<file path="src/rtl/hazard_ctrl_pkg.sv">
// bexkat1Def: instruction type codes plus register-usage decode helpers
// shared by the decode-stage interlock logic.
package bexkat1Def;

  typedef enum logic [3:0] {
    T_INH    = 4'h0,
    T_PUSH   = 4'h1,
    T_POP    = 4'h2,
    T_CMP    = 4'h3,
    T_MOV    = 4'h4,
    T_INTU   = 4'h5,
    T_ALU    = 4'h6,
    T_INT    = 4'h7,
    T_LDI    = 4'h8,
    T_LOAD   = 4'h9,
    T_STORE  = 4'ha,
    T_BRANCH = 4'hb,
    T_JUMP   = 4'hc
  } insn_type_t;

  typedef struct packed {
    logic       use_a;
    logic [3:0] addr_a;
    logic       use_b;
    logic [3:0] addr_b;
  } src_t;

  typedef struct packed {
    logic       writes;
    logic [3:0] addr;
  } dst_t;

  typedef struct packed {
    logic       valid;
    logic [3:0] dst;
    logic       fwdable;
  } ex_track_t;

  // Slot a feeds read1, slot b feeds read2.
  function automatic src_t src_regs(input logic [31:0] ir);
    src_t s;
    case (ir[31:28])
      T_LDI:                 s = '0;
      T_CMP, T_STORE, T_LOAD: s = {1'b1, ir[23:20], 1'b1, ir[19:16]};
      default:               s = {1'b1, ir[19:16], 1'b1, ir[15:12]};
    endcase
    return s;
  endfunction

  function automatic dst_t dst_reg(input logic [31:0] ir);
    dst_t d;
    d.addr = ir[23:20];
    case (ir[31:28])
      T_LDI, T_LOAD, T_ALU: d.writes = 1'b1;
      T_MOV:                d.writes = |ir[25:24];
      default:              d.writes = 1'b0;
    endcase
    return d;
  endfunction

  function automatic logic is_alu_or_mov(input logic [31:0] ir);
    return (ir[31:28] == T_ALU) || (ir[31:28] == T_MOV);
  endfunction

endpackage

</file>
<file path="src/rtl/hazard_ctrl_scoreboard_entry.sv">
// scoreboard_entry: outstanding-write count for one register.
// Latency: count updates at the edge; busy/full are registered state. No backpressure.
// Net change per edge is +inc -dec_wb -dec_sq; the count never goes below 0 or above MAX_INFLIGHT.
module scoreboard_entry #(
  parameter int MAX_INFLIGHT = 3,
  parameter int CW           = $clog2(MAX_INFLIGHT + 1)
) (
  input  logic          clk_i,
  input  logic          rst_i,
  input  logic          inc_i,
  input  logic          dec_wb_i,
  input  logic          dec_sq_i,
  output logic          busy_o,
  output logic          full_o,
  output logic [CW-1:0] count_o
);

  logic [CW-1:0]        count_q;
  logic [CW-1:0]        count_d;
  logic signed [CW+1:0] nxt_s;
  logic                 underflow;

  assign nxt_s = $signed({2'b00, count_q})
               + $signed({{(CW+1){1'b0}}, inc_i})
               - $signed({{(CW+1){1'b0}}, dec_wb_i})
               - $signed({{(CW+1){1'b0}}, dec_sq_i});

  assign underflow = nxt_s[CW+1];

  always_comb begin
    count_d = nxt_s[CW-1:0];
    if (underflow)
      count_d = '0;
    else if (nxt_s > $signed((CW+2)'(MAX_INFLIGHT)))
      count_d = CW'(MAX_INFLIGHT);
  end

  always_ff @(posedge clk_i or posedge rst_i) begin
    if (rst_i) count_q <= '0;
    else       count_q <= count_d;
  end

  assign busy_o  = (count_q != '0);
  assign full_o  = (count_q == CW'(MAX_INFLIGHT));
  assign count_o = count_q;

  // Retiring or squashing a write that was never tracked is a protocol error.
  a_no_underflow: assert property (@(posedge clk_i) disable iff (rst_i) !underflow);

endmodule

</file>
<file path="src/rtl/hazard_ctrl.sv">
// hazard_ctrl: bexkat1 decode interlock; per-register write scoreboard stalls decode on pending sources.
// Latency: zero-cycle combinational issue/stall decision; scoreboard updates at the edge.
// Backpressure: stall_o/bubble_o when a source is pending, the destination is full, or ex_ready_i=0.
// Optional EX forwarding is built when BEXKAT1_FORWARD_EN is defined.
module hazard_ctrl
  import bexkat1Def::*;
#(
  parameter int MAX_INFLIGHT = 3
) (
  input  logic        clk_i,
  input  logic        rst_i,
  input  logic        dec_valid_i,
  input  logic [31:0] dec_ir_i,
  input  logic        ex_ready_i,
  input  logic        wb_en_i,
  input  logic [3:0]  wb_addr_i,
  input  logic        squash_en_i,
  input  logic [3:0]  squash_addr_i,
  output logic        issue_o,
  output logic        stall_o,
  output logic        bubble_o,
  output logic        fwd_a_o,
  output logic        fwd_b_o,
  output logic [31:0] stall_cnt_o
);

  localparam int CW = $clog2(MAX_INFLIGHT + 1);

`ifdef BEXKAT1_FORWARD_EN
  localparam logic FWD_EN = 1'b1;
`else
  localparam logic FWD_EN = 1'b0;
`endif

  src_t      src;
  dst_t      dst;
  ex_track_t ex_q;

  logic [15:0]   inc, dec_wb, dec_sq, busy, full;
  logic [CW-1:0] cnt [16];
  logic          pend_a, pend_b, waive_a, waive_b, hazard;

  assign src = src_regs(dec_ir_i);
  assign dst = dst_reg(dec_ir_i);

  assign pend_a = src.use_a & busy[src.addr_a];
  assign pend_b = src.use_b & busy[src.addr_b];

  // A single pending write still sitting in EX from an ALU/MOV can be bypassed.
  assign waive_a = FWD_EN & (cnt[src.addr_a] == CW'(1)) & ex_q.valid & ex_q.fwdable
                 & (ex_q.dst == src.addr_a);
  assign waive_b = FWD_EN & (cnt[src.addr_b] == CW'(1)) & ex_q.valid & ex_q.fwdable
                 & (ex_q.dst == src.addr_b);

  assign hazard   = dec_valid_i & ((pend_a & ~waive_a) | (pend_b & ~waive_b)
                                   | (dst.writes & full[dst.addr]));
  assign stall_o  = dec_valid_i & (hazard | ~ex_ready_i);
  assign issue_o  = dec_valid_i & ~stall_o;
  assign bubble_o = stall_o;
  assign fwd_a_o  = dec_valid_i & pend_a & waive_a;
  assign fwd_b_o  = dec_valid_i & pend_b & waive_b;

  for (genvar r = 0; r < 16; r++) begin : g_sb
    assign inc[r]    = issue_o & dst.writes & (dst.addr == 4'(r));
    assign dec_wb[r] = wb_en_i & (wb_addr_i == 4'(r));
    assign dec_sq[r] = squash_en_i & (squash_addr_i == 4'(r));

    scoreboard_entry #(
      .MAX_INFLIGHT (MAX_INFLIGHT),
      .CW           (CW)
    ) u_ent (
      .clk_i    (clk_i),
      .rst_i    (rst_i),
      .inc_i    (inc[r]),
      .dec_wb_i (dec_wb[r]),
      .dec_sq_i (dec_sq[r]),
      .busy_o   (busy[r]),
      .full_o   (full[r]),
      .count_o  (cnt[r])
    );
  end

  always_ff @(posedge clk_i or posedge rst_i) begin
    if (rst_i)
      ex_q <= '0;
    else if (issue_o)
      ex_q <= {1'b1, dst.addr, dst.writes & is_alu_or_mov(dec_ir_i)};
    else if (ex_ready_i | (squash_en_i & (squash_addr_i == ex_q.dst)))
      ex_q.valid <= 1'b0;
  end

  always_ff @(posedge clk_i or posedge rst_i) begin
    if (rst_i)
      stall_cnt_o <= '0;
    else if (stall_o && (stall_cnt_o != 32'hFFFF_FFFF))
      stall_cnt_o <= stall_cnt_o + 32'd1;
  end

endmodule

</file>
<file path="config.mk">
export PLATFORM = sky130hd
export DESIGN_NAME = hazard_ctrl
export DESIGN_NICKNAME = d
export VERILOG_FILES = /design/src/rtl/hazard_ctrl_pkg.sv /design/src/rtl/hazard_ctrl_scoreboard_entry.sv /design/src/rtl/hazard_ctrl.sv
export SDC_FILE = /design/constraint.sdc
export NUM_CORES = 1
export LEC_CHECK = 0
export ABC_AREA = 1
export BUFFER_PORTS_ARGS = -buffer_cell sky130_fd_sc_hd__buf_2
export CAP_MARGIN = 20
export CELL_PAD_IN_SITES_DETAIL_PLACEMENT = 1
export CELL_PAD_IN_SITES_GLOBAL_PLACEMENT = 1
export CORE_MARGIN = 2
export CORE_UTILIZATION = 39
export DETAILED_ROUTE_END_ITERATION = 12
export PLACE_DENSITY_LB_ADDON = 0.1
export SKIP_LAST_GASP = 1
export SYNTH_ARGS = -nofsm -noshare
export SYNTH_HDL_FRONTEND = slang
export SYNTH_HIERARCHICAL = 1
export SYNTH_SLANG_ARGS = --single-unit
</file>
<file path="constraint.sdc">
create_clock -name clk_i -period 2.5 [get_ports clk_i]
set_input_delay 0.125 -clock clk_i [delete_from_list [all_inputs] [get_ports clk_i]]
set_output_delay 0.125 -clock clk_i [all_outputs]
set_load 0.02 [all_outputs]
</file>
After elaboration in Yosys (flattened, before gate mapping)
Cells that the tools add are included.
Widths: inputs -> output; s select.

operators by class
  magnitude comparators = 19
  bitwise gates (word level) = 60
  equality and inequality tests = 68
  reductions and logical operators = 23
  muxes and demuxes = 40
  add/subtract/negate cells = 49

operators by type and width
  kind                   number
  $sub 4x2->4            32
  $eq 4x4->1 const B     27
  $gt 4x3->1 const B     16
  $mux 2                 32
  $eq 4x3->1 const B     14
  $and 1x1->1            55
  $add 2x1->3            16
  $add 32x1->32 const B  1
  $eq 2x2->1 const B     16
  $ne 32x32->1 const B   1
  $reduce_bool 2->1      16
  $eq 4x2->1 const B     7
  $pmux 10 s2            1
  $lt 4x5->1 const B     3
  $bmux 1 s4             3
  $eq 4x1->1 const B     3
  $logic_not 4->1        3
  $reduce_or 3->1        2
  $mux 1                 3
  $or 1x1->1             3
  $not 1->1              2
  $pmux 1 s2             1
  $reduce_or 2->1        1
  $logic_and 1x1->1      1

word-level totals
  word-level logic and storage cells = 276
  flip-flop bits (word level) = 64
  input bits = 46

Longest topological paths before layout
Gate-level depths: netlist of the first run.

  depth in word-level cells = 21
  depth in mapped cells = 24

Modules after synthesis
The synthesis of the first run kept the hierarchy.

modules (own cells, without submodules)
  module            area each (um2)  sequential area each (um2)  cells an instance  times used
  hazard_ctrl       3,303.2          800.8                       513                1
  scoreboard_entry  176.4            50.0                        19                 16

Worst setup path before layout of the first run
No wires, ideal clock.

  path type = input to register
  from = input dec_ir_i[28]
  to = register g_sb[11].u_ent.count_q[1]
  buffers on the path = 2
  arrival time = 2,720 ps
  path slack = -353 ps
  stages = 18
  required time = 2,367 ps
  cells stage by stage = nand2_2 -> clkinv_1 -> nand2_2 -> nand2_4 -> buf_12 -> o22ai_1 -> inv_1 -> nand3_1 -> nand3_1 -> nand3_1 -> nand3_2 -> inv_2 -> nand4_4 -> buf_6 -> nor3_1 -> fa_1 -> ha_1 -> fa_1

on the way
  longest elaborated chain between the ends = 21
  elaborated cells on any way between the ends = 32
  classes of those cells = 3 x add/sub; 1 x order compare; 6 x eq/ne; 8 x mux; 12 x bitwise; 2 x reduce/logical

RTL lines
  element                                line                                          text
  start: declaration                     hazard_ctrl.sv:13                             input logic [31:0] dec_ir_i,
  $eq 4x4->1 (tied with other cells)     hazard_ctrl_pkg.sv:42, hazard_ctrl_pkg.sv:53
  $reduce_or 3->1                        hazard_ctrl_pkg.sv:42                         case (ir[31:28])
  $pmux 10 s2                            hazard_ctrl_pkg.sv:42
  $bmux 1 s4, on equally long branches   hazard_ctrl.sv:46, hazard_ctrl.sv:47
  $mux 1, on equally long branches       hazard_ctrl.sv:46, hazard_ctrl.sv:47
  $and 1x1->1, on equally long branches  hazard_ctrl.sv:46, hazard_ctrl.sv:47
  $or 1x1->1                             hazard_ctrl.sv:55                             assign hazard = dec_valid_i & ((pend_a & ~waive_a) | (pend_b & ~waive_b)
  $or 1x1->1                             hazard_ctrl.sv:56                             | (dst.writes & full[dst.addr]));
  [7 not listed]                         -
  net inc[11]                            hazard_ctrl.sv:39                             logic [15:0] inc, dec_wb, dec_sq, busy, full;
  $add 2x1->3 (*)                        hazard_ctrl_scoreboard_entry.sv:24            + $signed({{(CW+1){1'b0}}, inc_i})
  $sub 4x2->4 (*)                        hazard_ctrl_scoreboard_entry.sv:25            - $signed({{(CW+1){1'b0}}, dec_wb_i})
  $sub 4x2->4 (*)                        hazard_ctrl_scoreboard_entry.sv:26            - $signed({{(CW+1){1'b0}}, dec_sq_i});
  $gt 4x3->1                             hazard_ctrl_scoreboard_entry.sv:34            else if (nxt_s > $signed((CW+2)'(MAX_INFLIGHT)))
  $mux 2                                 hazard_ctrl_scoreboard_entry.sv:34
  $mux 2 (*)                             hazard_ctrl_scoreboard_entry.sv:32            if (underflow)
  net g_sb[11].u_ent.count_d[1]          hazard_ctrl_scoreboard_entry.sv:19            logic [CW-1:0] count_d;
  end signal: assignment                 hazard_ctrl_scoreboard_entry.sv:40            else count_q <= count_d;
  end: declaration                       hazard_ctrl_scoreboard_entry.sv:18            logic [CW-1:0] count_q;

The timed path passes the listed nets; every way through them passes the cells marked *. The select of a mux whose other input is x is not followed.
A chain may end at the register's enable or synchronous reset.

Final worst setup path of the first run
  from = register g_sb[2].u_ent.count_q[1]
  to = register g_sb[7].u_ent.count_q[1]

on the way
  longest elaborated chain between the ends = 19
  elaborated cells on any way between the ends = 26
  classes of those cells = 3 x add/sub; 1 x order compare; 1 x eq/ne; 8 x mux; 12 x bitwise; 1 x reduce/logical

RTL lines
  element                                line                                  text
  start: declaration                     hazard_ctrl_scoreboard_entry.sv:18
  start signal: assignment               hazard_ctrl_scoreboard_entry.sv:40
  $reduce_bool 2->1 (*)                  hazard_ctrl_scoreboard_entry.sv:43    assign busy_o = (count_q != '0);
  net busy[2]                            hazard_ctrl.sv:39
  $bmux 1 s4, on equally long branches   hazard_ctrl.sv:46, hazard_ctrl.sv:47
  $mux 1, on equally long branches       hazard_ctrl.sv:46, hazard_ctrl.sv:47
  $and 1x1->1, on equally long branches  hazard_ctrl.sv:46, hazard_ctrl.sv:47
  $or 1x1->1 (*)                         hazard_ctrl.sv:55
  $or 1x1->1 (*)                         hazard_ctrl.sv:56
  $and 1x1->1 (*)                        hazard_ctrl.sv:55
  [6 not listed]                         -
  net inc[7]                             hazard_ctrl.sv:39
  $add 2x1->3 (*)                        hazard_ctrl_scoreboard_entry.sv:24
  $sub 4x2->4 (*)                        hazard_ctrl_scoreboard_entry.sv:25
  $sub 4x2->4 (*)                        hazard_ctrl_scoreboard_entry.sv:26
  $gt 4x3->1                             hazard_ctrl_scoreboard_entry.sv:34
  $mux 2                                 hazard_ctrl_scoreboard_entry.sv:34
  $mux 2 (*)                             hazard_ctrl_scoreboard_entry.sv:32
  net g_sb[7].u_ent.count_d[1]           hazard_ctrl_scoreboard_entry.sv:19
  end signal: assignment                 hazard_ctrl_scoreboard_entry.sv:40
  end: declaration                       hazard_ctrl_scoreboard_entry.sv:18

Marks and branches as above.

==> metrics.md, run 1 <==
| Metric | Value |
|---|---|
| Tightest Pin Transition | 0.5173 ns |
| Largest net degree at the start of global routing | 36 |
| Initial Util | 0.4015 |
| Async S/R FF share, synth | 1.000 |
| First drt pass iteration count | 5 |
| Synth area leader | dfrtp_1 |
| Setup CP Type | register to register |
| I/O pins | 83 |
| Iter 0 DRT Violations | 393 |
| Cell variety after synth | 39 |
| WL/cell | 19.11 microns |
| Die Area | 0.01673 sq mm |
| Final setup viols | 67 |
| Port bufs | 66 |
| Post-synthesis sequential area ratio | 0.2614 |
| Core Rows | 45 |
| Share of layout cells above drive strength 1 | 0.3854 |
| Clock Sink Count | 64 |
| Grt total ovfl | 0 |
| DRC | 0 |
| Mean post-synth cell area | 7.498 sq um |
| GP Congestion | 0.9139 |
| Slowest stage delay, CP | 0.50 ns |
| Fmax | 325.3 MHz |
| Mapped Cells | 817 |
| EDFF count, synth | 0 |
| Worst setup EP type | register |
| Crit Path Max Fanout | 6 |
| Ys Warns | 6 |
| Slew margin rel. | 0.6551 |
| CTS Buffer Depth | 2 |
| CP cell instances | or2_4, nand2_2, nand3_2, nand3_1, nand3b_1, nand3_2, nand3_2, inv_2, nand4_4, buf_12, buf_12, nor3_4, fa_2, ha_4, fa_2 |
| Register bit count reported by yosys | 64 |
| Violated checks | setup timing |
| Initial antenna violation count | 0 |
| Placed cell area | 0.007574 sq mm |
| P_leak | 4.539 nW |
| Power per cell area | 693.5 mW/mm^2 |
| Vias per cell | 5.164 |
| Inst Count DP | 1,175 |
| Final Max Slew Viols | 0 |
| Total CTS buffers | 9 |
| GRT Util Overall | 0.2676 |
| Final-stage net count | 1,139 |
| Final instance area | 0.008896 sq mm |
| Max IR drop VDD | 481.6 uV |
| Worst-skew pair later-pin latency | 0.35 ns |
| First-pass GRT wire length | 34,330 microns |
| H-tree Lvls | 3 |
| Die Wd | 129.3 microns |
| Number of global-route vias before repair | 6,608 |
| CTS tree | yes |
| Crit-path most repeated cell | nand3_2 |
| DRT antenna net count | 0 |
| Core area | 0.01526 sq mm |
| Final HPWL DP | 16,400 microns |
| Final period util | 1.230 |
| CTS clk-pin slew, worst paths | 0.06 ns |
| Main synth FF type | dfrtp_1 |
| Data required, critical path | 2.72 ns |
| Run status | finished with violations |
| DR vias | 6,341 |
| Final Routed Wirelength | 23,460 microns |
| Die height | 129.3 microns |
| Synth top cells by count | 170 x nand2_1, 149 x inv_1, 84 x nor2_1, 64 x dfrtp_1, 62 x nand3_1 |
| HP Class | primary input to register |
| Clock root cell | clkbuf_16 |
| Post-route insts no fill | 1,228 |
| Mapped Area | 0.006126 sq mm |
| Worst EP arrival | 3.30 ns |
| # fillers | 1,829 |
| Area Overhead vs Synth | 45.22% |
| Top post-synthesis cells by area | dfrtp_1 26%, fa_1 10%, nand2_1 10%, ha_1 10%, inv_1 9.1% |
| Count leader, synth | nand2_1 |
| Final Skew | 0.01134 ns |
| Max Cap Viol | 0 |
| Area share of the largest cell type after synthesis | 0.2614 |
| Unrepaired setup endpoints after global routing | yes |
| Crit path max-delay cell type | fa_2 |
| Hold Worst Slack | 0.3586 ns |
| Diode count | 0 |
| Final Critical Period | 3.074 ns |
| Final setup margin | -0.5743 ns |
| Startpoint type of the worst setup path | register |
| Final hold vios | 0 |
==> flip-flops by register name, summed over array words and instances, names as in the netlist <==
signal and cells:
stall_cnt_o 32, g_sb.u_ent/count_o 32
==> critical path: cells and delay by family (launching register included) <==
family | cells | cell delay (ns)
buf+inv | 3 | 0.38
flops | 1 | 0.41
simple gates | 9 | 1.16
fa+ha+maj | 3 | 1.01
==> cells in the final DEF, fill, tap and decap left out, types with 10 or more instances in the layout <==
| cell type | instances |
|---|---|
| nand3_1 | 34 |
| nand3_2 | 30 |
| nand2_2 | 10 |
| nor3_4 | 13 |
| nand2_1 | 163 |
| or2_4 | 14 |
| xor2_1 | 19 |
| fa_2 | 23 |
| a21oi_1 | 11 |
| buf_2 | 63 |
| nand4_1 | 40 |
| inv_2 | 13 |
| ha_2 | 10 |
| nor3_1 | 14 |
| nor2_1 | 72 |
| ha_4 | 21 |
| dfrtp_1 | 64 |
| buf_4 | 122 |
| xnor2_1 | 11 |
| inv_1 | 141 |
| ha_1 | 18 |
==> cell families after synthesis <==
logic type                 share of synthesized area
and+or+nand+nor                               0.3303
AOI/OAI and AO/OA                            0.04350
xor gates and xnor gates                     0.04289
DFF                                           0.2614
buffers and inverters                         0.1166
other                                      0.0006122
adders and majority gates                     0.2047
==> metal layers <==
metal  vias to the layer above  track usage  wire length [microns]
met3                        29      0.03922                   1338
met4                         0      0.07737                    337
met1                      3154       0.3650                  10070
met5                         -            0                      0
li1                       2968            -                      -
met2                       190       0.4437                  11720
==> worst paths after layout <==
kind	start	to	slack (ns)	cells past startpoint
setup / recovery	g_sb[2].u_ent/count_o[1]	g_sb[7].u_ent/count_o[1]	-0.57	15
hold / removal	ex_ready_i	stall_cnt_o[6]	0.36	4
max in group asynchronous	rst_i	stall_cnt_o[4]	1.49	4
setup reg to reg	g_sb[2].u_ent/count_o[1]	g_sb[7].u_ent/count_o[1]	-0.57	15
min in group asynchronous	rst_i	g_sb[5].u_ent/count_o[0]	0.42	3
hold reg to reg	stall_cnt_o[31]	stall_cnt_o[31]	0.52	2
==> report_power, final <==
group / leakage (nW) / internal (mW) / switching, mW
logic: 3.52 / 1.45 / 1.61
registers: 0.846 / 1.30 / 0.224
clock network: 0.174 / 1.08 / 0.504
==> final cells by class <==
type / instances / area (sq um) / area share
multi-input combinational: 584 / 4671 / 0.5250
sequential: 64 / 1602 / 0.1800
timing repair buffer: 198 / 1411 / 0.1586
inverter: 155 / 586.8 / 0.06596
tap: 211 / 264.0 / 0.02968
clock buffer: 11 / 232.7 / 0.02616
clock inverter: 5 / 128.9 / 0.01449
==> repair_timing <==
| item | 4_1_cts | 5_1_grt |
|---|---|---|
| cloned | 0 | 3 |
| setup buffers | 21 | 16 |
| resized for setup | 62 | 95 |
| pin swaps | 40 | 50 |
| hold buffers | 1 | 0 |
| setup endpoints to repair | 32 | 67 |
| hold endpoints to repair | 32 | 0 |
==> metrics by stage <==
stage | setup slack, ns | TNS, ns | power (mW) | util
after floorplan | -0.2121 | -5.537 | 2.715 | -
after global placement | -0.7446 | -20.12 | 3.561 | 0.4964
after detailed placement | -0.8617 | -24.41 | 3.732 | 0.4964
after CTS | -0.4797 | -18.38 | 5.735 | 0.5458
after global routing | -0.6917 | -30.17 | 6.512 | 0.5830
final | -0.5743 | -22.98 | 6.170 | 0.5830
Note: power is estimated with default switching activity, not from simulation.
==> run 2, diff against run 1 <==
CORE_ASPECT_RATIO = 2   (was default)
==> metrics.md, run 2 (synthesized netlist as in run 1, its figures left out) <==
| Metric | Value |
|---|---|
| Run status | finished with violations |
| Violated checks | setup timing |
| Final Critical Period | 3.075 ns |
| Commonest cells after routing, fill and taps aside | 162 x nand2_1, 147 x inv_1, 98 x buf_4 |
| WL met1 | 7714 microns |
| Crit path max-delay cell type | fa_2 |
| Reg2reg path depth | 15 |
| RR Endpoint | g_sb[7].u_ent/count_o[1] |
| DR WL met2 | 14,140 microns |
| HP Class | primary input to register |
| Final Skew | 0.004234 ns |
| Hold Path End | stall_cnt_o[8] |
| I/O pins | 83 |
| Port bufs | 66 |
| H-tree Lvls | 3 |
| Met3 wire length | 665 microns |
| Final Routed Wirelength | 24,790 microns |
| DR vias | 6,374 |
| Iter 0 DRT Violations | 213 |
| Cell depth of the worst hold path | 5 |
| Number of global-route vias before repair | 7,238 |
| Diode count | 0 |
| Post-route insts no fill | 1,194 |
| Hold Worst Slack | 0.3330 ns |
| Most common cell after layout, fill and taps aside | nand2_1 |
| Max Cap Viol | 0 |
| Worst-skew pair later-pin latency | 0.34 ns |
| Top delay family on crit path | adder cells |
| Final Max Slew Viols | 0 |
| Top Metal Used | met4 |
| Total CTS buffers | 9 |
| First drt pass iteration count | 4 |
| Share of layout cells above drive strength 1 | 0.3665 |
| Tightest Pin Transition | 0.5087 ns |
| DRC | 0 |
| Setup CP Type | register to register |
| Vias per cell | 5.338 |
| Final setup viols | 32 |
| Clock Sink Count | 64 |
| Reg2reg setup slack | -0.58 ns |
| Final period util | 1.230 |
| Grt total ovfl | 0 |
| Startpoint type of the worst setup path | register |
| Die Wd | 92.62 microns |
| Area Overhead vs Synth | 42.10% |
| P_leak | 4.435 nW |
| Die height | 181.2 microns |
| Clock root cell | clkbuf_16 |
| CTS tree | yes |
| Inst Count DP | 1,163 |
| First-pass GRT wire length | 37,520 microns |
| Worst setup EP type | register |
| Slowest stage delay, CP | 0.49 ns |
| Max IR drop VDD | 330.2 uV |
| Data required, critical path | 2.72 ns |
| Worst hold start | ex_ready_i |
| CTS clk-pin slew, worst paths | 0.06 ns |
| Core Rows | 64 |
| Initial Util | 0.3984 |
| GP Congestion | 0.9503 |
| Worst r2r src | g_sb[6].u_ent/count_o[1] |
| Crit Path Max Fanout | 6 |
| WL/cell | 20.76 microns |
| Initial antenna violation count | 0 |
| Unrepaired setup endpoints after global routing | yes |
| DRT antenna net count | 0 |
| CP cell instances | buf_4, nand2_1, inv_1, nor2_1, o31ai_2, and3_1, nand3_2, nand3_4, inv_4, nand4_4, buf_12, nor3_4, fa_2, ha_4, fa_2 |
| Fmax | 325.2 MHz |
| Critical path buffers and inverters | 4 |
| Crit-path most repeated cell | fa_2 |
| Final-stage net count | 1,118 |
| GRT Util Overall | 0.2944 |
| Worst EP arrival | 3.29 ns |
| Final hold vios | 0 |
| Slew margin rel. | 0.6598 |
| Final HPWL DP | 19,020 microns |
| Final setup margin | -0.5751 ns |
| Core area | 0.01537 sq mm |
| Largest net degree at the start of global routing | 36 |
| Die Area | 0.01679 sq mm |
| CTS Buffer Depth | 2 |
| Power per cell area | 663.6 mW/mm^2 |
[run 2: changes by cell type in the layout (fill, tap and decap cells not counted), sizes merged]
cell      before  now
clkinv         2    3
clkinvlp       0    3
bufinv         4    0
buf          197  178
nand4         41   42
nand3         70   67
[run 2: through the flow]
step	TNS [ns]	worst slack, ns	total power, mW	utilization	cell area, sq um
2_1_floorplan	-5.537	-0.2121	2.715	-	6347
3_3_place_gp	-20.94	-0.7503	3.688	0.4945	7602
3_5_place_dp	-23.71	-0.8329	3.883	0.4945	7602
4_1_cts	-12.82	-0.4712	5.508	0.5468	8407
5_1_grt	-19.62	-0.6734	6.102	0.5662	8705
6_report	-16.23	-0.5751	5.776	0.5662	8705
[run 2: area by class of cell]
class | count | area, sq um
tap | 198 | 247.7
fill | 1898 | 6670
clock inverter | 5 | 32.53
clock buffer | 11 | 242.7
timing repair buffer | 179 | 1295
inverter | 155 | 589.3
multi-input combinational | 582 | 4696
sequential | 64 | 1602
[run 2: how the worst max path moves through the flow]
| stage | start | end | slack (ns) | cells after the start |
|---|---|---|---|---|
| floorplan | dec_ir_i[30] | g_sb[13].u_ent/count_o[1] | -0.21 | 18 |
| global placement | dec_ir_i[29] | g_sb[3].u_ent/count_o[1] | -0.75 | 20 |
| detailed placement | dec_ir_i[29] | g_sb[3].u_ent/count_o[1] | -0.83 | 20 |
| CTS | g_sb[7].u_ent/count_o[0] | g_sb[3].u_ent/count_o[1] | -0.47 | 13 |
| global route | g_sb[6].u_ent/count_o[1] | g_sb[14].u_ent/count_o[1] | -0.67 | 15 |
| finish | g_sb[6].u_ent/count_o[1] | g_sb[7].u_ent/count_o[1] | -0.58 | 15 |
[run 2: metal layers]
metal  up-vias  GRT usage
met4         0     0.2288
met5         -          0
met2       184     0.5866
li1       2914          -
met1      3172     0.2518
met3       104    0.03003
[run 2: worst reg2reg max path, cell delays in order (launching register included)]
cell,delay [ns]
dfrtp_1,0.39
buf_4,0.15
nand2_1,0.06
inv_1,0.08
nor2_1,0.17
o31ai_2,0.10
and3_1,0.19
nand3_2,0.08
nand3_4,0.09
inv_4,0.09
nand4_4,0.17
buf_12,0.22
nor3_4,0.13
fa_2,0.49
ha_4,0.20
fa_2,0.34
[run 2: where the power goes]
group | switching [mW] | internal, mW | leakage (nW)
clock network | 0.504 | 0.695 | 0.128
logic | 1.67 | 1.38 | 3.46
registers | 0.219 | 1.30 | 0.846
total | 2.39 | 3.38 | 4.44
[run 2: what timing repair did]
item                                    in CTS  in global routing
hold buffers                                 1                  0
endpoints found under the hold margin       32                  0
cloned                                       1                  0
gates resized for setup                    109                 47
pin swaps                                   34                 33
buffers inserted                             2                 11
endpoints found under the setup margin      33                 33
